==> src/rtl/instr_fetch_unit.sv <==
// Instruction fetch unit: holds the PC, requests one instruction at a time
// from instruction memory, latches it in the IR and exposes the decoded fields.
module instr_fetch_unit #(
  parameter logic [31:0] RESET_PC = 32'h0040_0000,
  parameter logic [7:0]  TIMEOUT  = 8'd255
) (
  input  logic        clk,
  input  logic        rst,
  input  logic        PCWrite,
  input  logic        PCSrc,
  input  logic [31:0] BranchTarget,
  output logic [31:0] MemAddr,
  output logic        MemReq,
  input  logic [31:0] MemRdata,
  input  logic        MemReady,
  output logic [31:0] PC,
  output logic [31:0] PCPlus4,
  output logic [31:0] Instr,
  output logic [6:0]  Opcode,
  output logic [2:0]  Funct3,
  output logic [6:0]  Funct7,
  output logic [4:0]  Rd,
  output logic [4:0]  Rs1,
  output logic [4:0]  Rs2,
  output logic        InstrValid,
  output logic [1:0]  Fault
);

  typedef enum logic [1:0] {
    IDLE,
    FETCH,
    VALID,
    HALT
  } state_t;

  localparam logic [1:0] FAULT_NONE      = 2'b00;
  localparam logic [1:0] FAULT_MISALIGN  = 2'b01;
  localparam logic [1:0] FAULT_TIMEOUT   = 2'b10;

  state_t      state;
  logic [7:0]  wait_cnt;

  // MemReq and InstrValid are registered alongside the state so they always
  // match the state the FSM is entering; HALT can only be left through reset,
  // which is what makes Fault sticky.
  always_ff @(posedge clk) begin
    if (!rst) begin
      state      <= IDLE;
      PC         <= RESET_PC;
      Instr      <= 32'd0;
      wait_cnt   <= 8'd0;
      Fault      <= FAULT_NONE;
      MemReq     <= 1'b0;
      InstrValid <= 1'b0;
    end else begin
      unique case (state)
        IDLE: begin
          state  <= FETCH;
          MemReq <= 1'b1;
        end
        FETCH: begin
          if (MemReady) begin
            Instr      <= MemRdata;
            wait_cnt   <= 8'd0;
            state      <= VALID;
            MemReq     <= 1'b0;
            InstrValid <= 1'b1;
          end else if (wait_cnt == TIMEOUT) begin
            state  <= HALT;
            Fault  <= FAULT_TIMEOUT;
            MemReq <= 1'b0;
          end else begin
            wait_cnt <= wait_cnt + 8'd1;
          end
        end
        VALID: begin
          if (PCWrite) begin
            InstrValid <= 1'b0;
            if (!PCSrc) begin
              PC     <= PCPlus4;
              state  <= FETCH;
              MemReq <= 1'b1;
            end else if (BranchTarget[1:0] == 2'b00) begin
              PC     <= BranchTarget;
              state  <= FETCH;
              MemReq <= 1'b1;
            end else begin
              state <= HALT;
              Fault <= FAULT_MISALIGN;
            end
          end
        end
        HALT: begin
          state <= HALT;
        end
      endcase
    end
  end

  assign MemAddr = PC;
  assign PCPlus4 = PC + 32'd4;

  assign Opcode = Instr[6:0];
  assign Rd     = Instr[11:7];
  assign Funct3 = Instr[14:12];
  assign Rs1    = Instr[19:15];
  assign Rs2    = Instr[24:20];
  assign Funct7 = Instr[31:25];

endmodule

==> config.mk <==
export PLATFORM = sky130hd
export DESIGN_NAME = instr_fetch_unit
export DESIGN_NICKNAME = d
export VERILOG_FILES = /design/src/rtl/instr_fetch_unit.sv
export SDC_FILE = /design/constraint.sdc
export NUM_CORES = 1
export LEC_CHECK = 0
export ABC_AREA = 1
export CAP_MARGIN = 20
export CORE_MARGIN = 2
export CORE_UTILIZATION = 45
export CTS_BUF_LIST = sky130_fd_sc_hd__clkbuf_8
export DETAILED_ROUTE_END_ITERATION = 6
export GPL_ROUTABILITY_DRIVEN = 0
export HOLD_SLACK_MARGIN = 0.06
export PLACE_DENSITY = 0.95
export SYNTH_ARGS = -nofsm -noshare
export SYNTH_HDL_FRONTEND = slang
export SYNTH_SLANG_ARGS = --single-unit
==> constraint.sdc <==
create_clock -name clk -period 3.2 [get_ports clk]
set_input_delay 0.32 -clock clk [delete_from_list [all_inputs] [get_ports clk]]
set_output_delay 0.32 -clock clk [all_outputs]
set_load 0.05 [all_outputs]
==> impl_metrics.env <==
export IMPL_outcome="finished, final reports clean"
export IMPL_slew_headroom_pct=58.6
export IMPL_die_h_um=105
export IMPL_start_util_pct=46.8
export IMPL_overflow=0
export IMPL_path_cells="ha_1 -> inv_1 -> nor2_2 -> nand2_2 -> nor3_2 -> xor2_1 -> clkdlybuf4s50_1"
export IMPL_grt_max_degree=35
export IMPL_antenna_cells=0
export IMPL_clock_sinks=78
export IMPL_drv_slew=0
export IMPL_ant_nets=0
export IMPL_yosysMostFrequentCell="nand2_1"
export IMPL_drc_errors=0
export IMPL_ys_flop_type="dfxtp_1"
export IMPL_ys_ff_latch=78
export IMPL_row_count=36
export IMPL_final_setup_viol_count=0
export IMPL_slowest_stage="clkdlybuf4s50_1"
export IMPL_via_per_inst=4.96
export IMPL_die_w_um=105
export IMPL_postSynth_asyncResetShare_pct=0
export IMPL_ir_worst_vdd_v=0.000281
export IMPL_fin_worst_skew_ns=0.0121
export IMPL_holdBufCountCts=0
export IMPL_hold_viol=0
export IMPL_synth_distinct_cells=30
export IMPL_worstPathArrival_ns=2.69
export IMPL_yosys_top_cells_area="dfxtp_1 34%, nand2_1 15%, buf_4 11%, nor2_1 10%, o21ai_0 5.8%"
export IMPL_end_kind="primary output"
export IMPL_yosys_top_cells_count="186 x nand2_1, 123 x nor2_1, 78 x dfxtp_1"
export IMPL_tns_ns=0
export IMPL_clkTransAtPathRegs_ns=0.09
export IMPL_hpwlAfterDp_um=11400
export IMPL_fin_crit_ns=3.01
export IMPL_critPathMaxStageDelay_ns=0.85
export IMPL_setup_ws_ns=0.194
export IMPL_nets=938
export IMPL_ys_warn_count=0
export IMPL_htreeDepth=3
export IMPL_synth_top_area_cell="dfxtp_1"
export IMPL_crit_path_start_kind="flop"
export IMPL_cts_buffer_depth=2
export IMPL_area_growth_pct=46.5
export IMPL_dpl_instance_area_sq_um=6520
export IMPL_synthCells=706
export IMPL_cap_violations=0
export IMPL_io_pin_count=233
export IMPL_dr_first_iter_drc_count=227
export IMPL_stdcell_area_sq_um=6720
export IMPL_synth_edf_count=0
export IMPL_post_synth_cell_area_avg_sq_um=6.50
export IMPL_die_area_sq_um=11000
export IMPL_yosysTopAreaCellShare_pct=34.0
export IMPL_clock_latency_ns=0.36
export IMPL_pre_cts_ws_ns=0.468
export IMPL_synth_area_sq_um=4590
export IMPL_synth_fp_nets=777
export IMPL_cts_setup_buffers=0
export IMPL_rsz0062_at_grt="no"
export IMPL_path_max_fanout=7
export IMPL_max_freq_ghz=0.333
export IMPL_crit_required_ns=2.88
export IMPL_p_per_area_nw_per_um2=392
export IMPL_tightest_slew_ns=0.618
export IMPL_io_buffers=232
export IMPL_cts_resized=0
export IMPL_drt_wl_total_um=15000
export IMPL_p_leak_uw=0.00265
export IMPL_r2r_cells=7
export IMPL_grt_pass1_wl_um=24000
export IMPL_grt_util_all_layers_pct=27.2
export IMPL_period_share_pct=94.0
export IMPL_core_sq_um=9820
export IMPL_holdPathStages=2
export IMPL_drive_above_1_share_pct=5.16
export IMPL_antenna_found_initial=0
export IMPL_cts_root_buf="clkbuf_8"
export IMPL_drt_wirelength_per_cell_um=15.0
export IMPL_grt_pass1_vias=4863
export IMPL_crit_type="reg -> out"
export IMPL_cts_tree="built"
export IMPL_utilization_pct=68.5
export IMPL_hold_path_class="reg -> reg"
export IMPL_yosysSeqAreaShare_pct=34.0
export IMPL_num_vias=4982
export IMPL_numCtsBuffers=9
export IMPL_drtPass1Iterations=4
cells by family after synthesis:
family	count (synthesis)	share of synthesized area [%]
buffers and inverters	151	18.1
and+or+nand+nor	366	33.3
AOI/OAI and AO/OA	92	10.5
xor gates and xnor gates	17	3.57
adders and majority gates	2	0.545
DFF	78	34.0
worst max-delay path: cells and delay by family, from the launching register on:
| kind | cells | cell delay, ns |
|---|---|---|
| fa+ha+maj | 1 | 0.27 |
| xor+xnor | 1 | 0.22 |
| flops | 1 | 0.45 |
| simple gates | 3 | 0.44 |
| buf+inv | 2 | 0.94 |
registers in the layout, indices dropped and copies added (netlist names):
register	cells
MemAddr	32
InstrValid	1
MemReq	1
Instr	32
Fault	2
state	2
wait_cnt	8
final timing paths:
kind | startpoint | slack, ns | end
setup reg to reg | MemAddr[2]$_SDFFE_PN0P_ | 1.33 | MemAddr[16]$_SDFFE_PN0P_
setup / recovery | MemAddr[2]$_SDFFE_PN0P_ | 0.19 | PCPlus4[22]
hold / removal | MemReq$_SDFFE_PN0P_ | 0.47 | MemReq$_SDFFE_PN0P_
hold reg to reg | MemReq$_SDFFE_PN0P_ | 0.47 | MemReq$_SDFFE_PN0P_
area by class of cell:
type,count,area (sq um)
repair buffers,236,2350
inverters,65,244
clock inverters,7,73.8
fillers,853,3100
well taps,133,166
multi-input cells,477,2200
flip-flops and latches,78,1560
clock buffers,9,124
per-stage QoR:
| step | power (uW) | cells | hold slack [ns] |
|---|---|---|---|
| after floorplan | 1620 | 706 | 0.435 |
| after global placement | 1880 | 989 | 0.454 |
| after detailed placement | 1880 | 989 | 0.456 |
| after CTS | 2650 | 1005 | 0.472 |
| after global routing | 2750 | 1005 | 0.496 |
| final | 2630 | 1005 | 0.469 |
layer usage:
metal | vias to the layer above | wire, um | global-route usage, %
met2 | 240 | 7900 | 52.3
li1 | 2444 | - | -
met4 | 0 | 289 | 9.43
met1 | 2269 | 5590 | 28.1
met5 | - | 0 | 0
met3 | 29 | 1270 | 7.24
placed cells by master, fill, tap and decap left out, types with 3 or more instances in the layout:
cell / netlist / routed
clkdlybuf4s50_1: 0 / 231
nand2_1: 186 / 186
nor2_1: 123 / 123
dfxtp_1: 78 / 78
inv_1: 60 / 61
o21ai_0: 53 / 53
a21oi_1: 35 / 35
nand3_1: 32 / 32
xor2_1: 11 / 11
clkbuf_8: 0 / 9
nor2_2: 6 / 6
inv_2: 5 / 5
nand2_2: 4 / 4
nor2_4: 4 / 4
xnor2_1: 4 / 4
buf_4: 67 / 4
nor3_1: 3 / 3
clkinvlp_4: 0 / 3
where the power goes:
group | internal [uW] | total (uW) | switching [uW] | leakage [uW]
logic | 274 | 793 | 519 | 0.00192
clock network | 363 | 770 | 406 | 0.0000937
registers | 1020 | 1070 | 48.6 | 0.000635
Power figures use the tool's default switching activity.
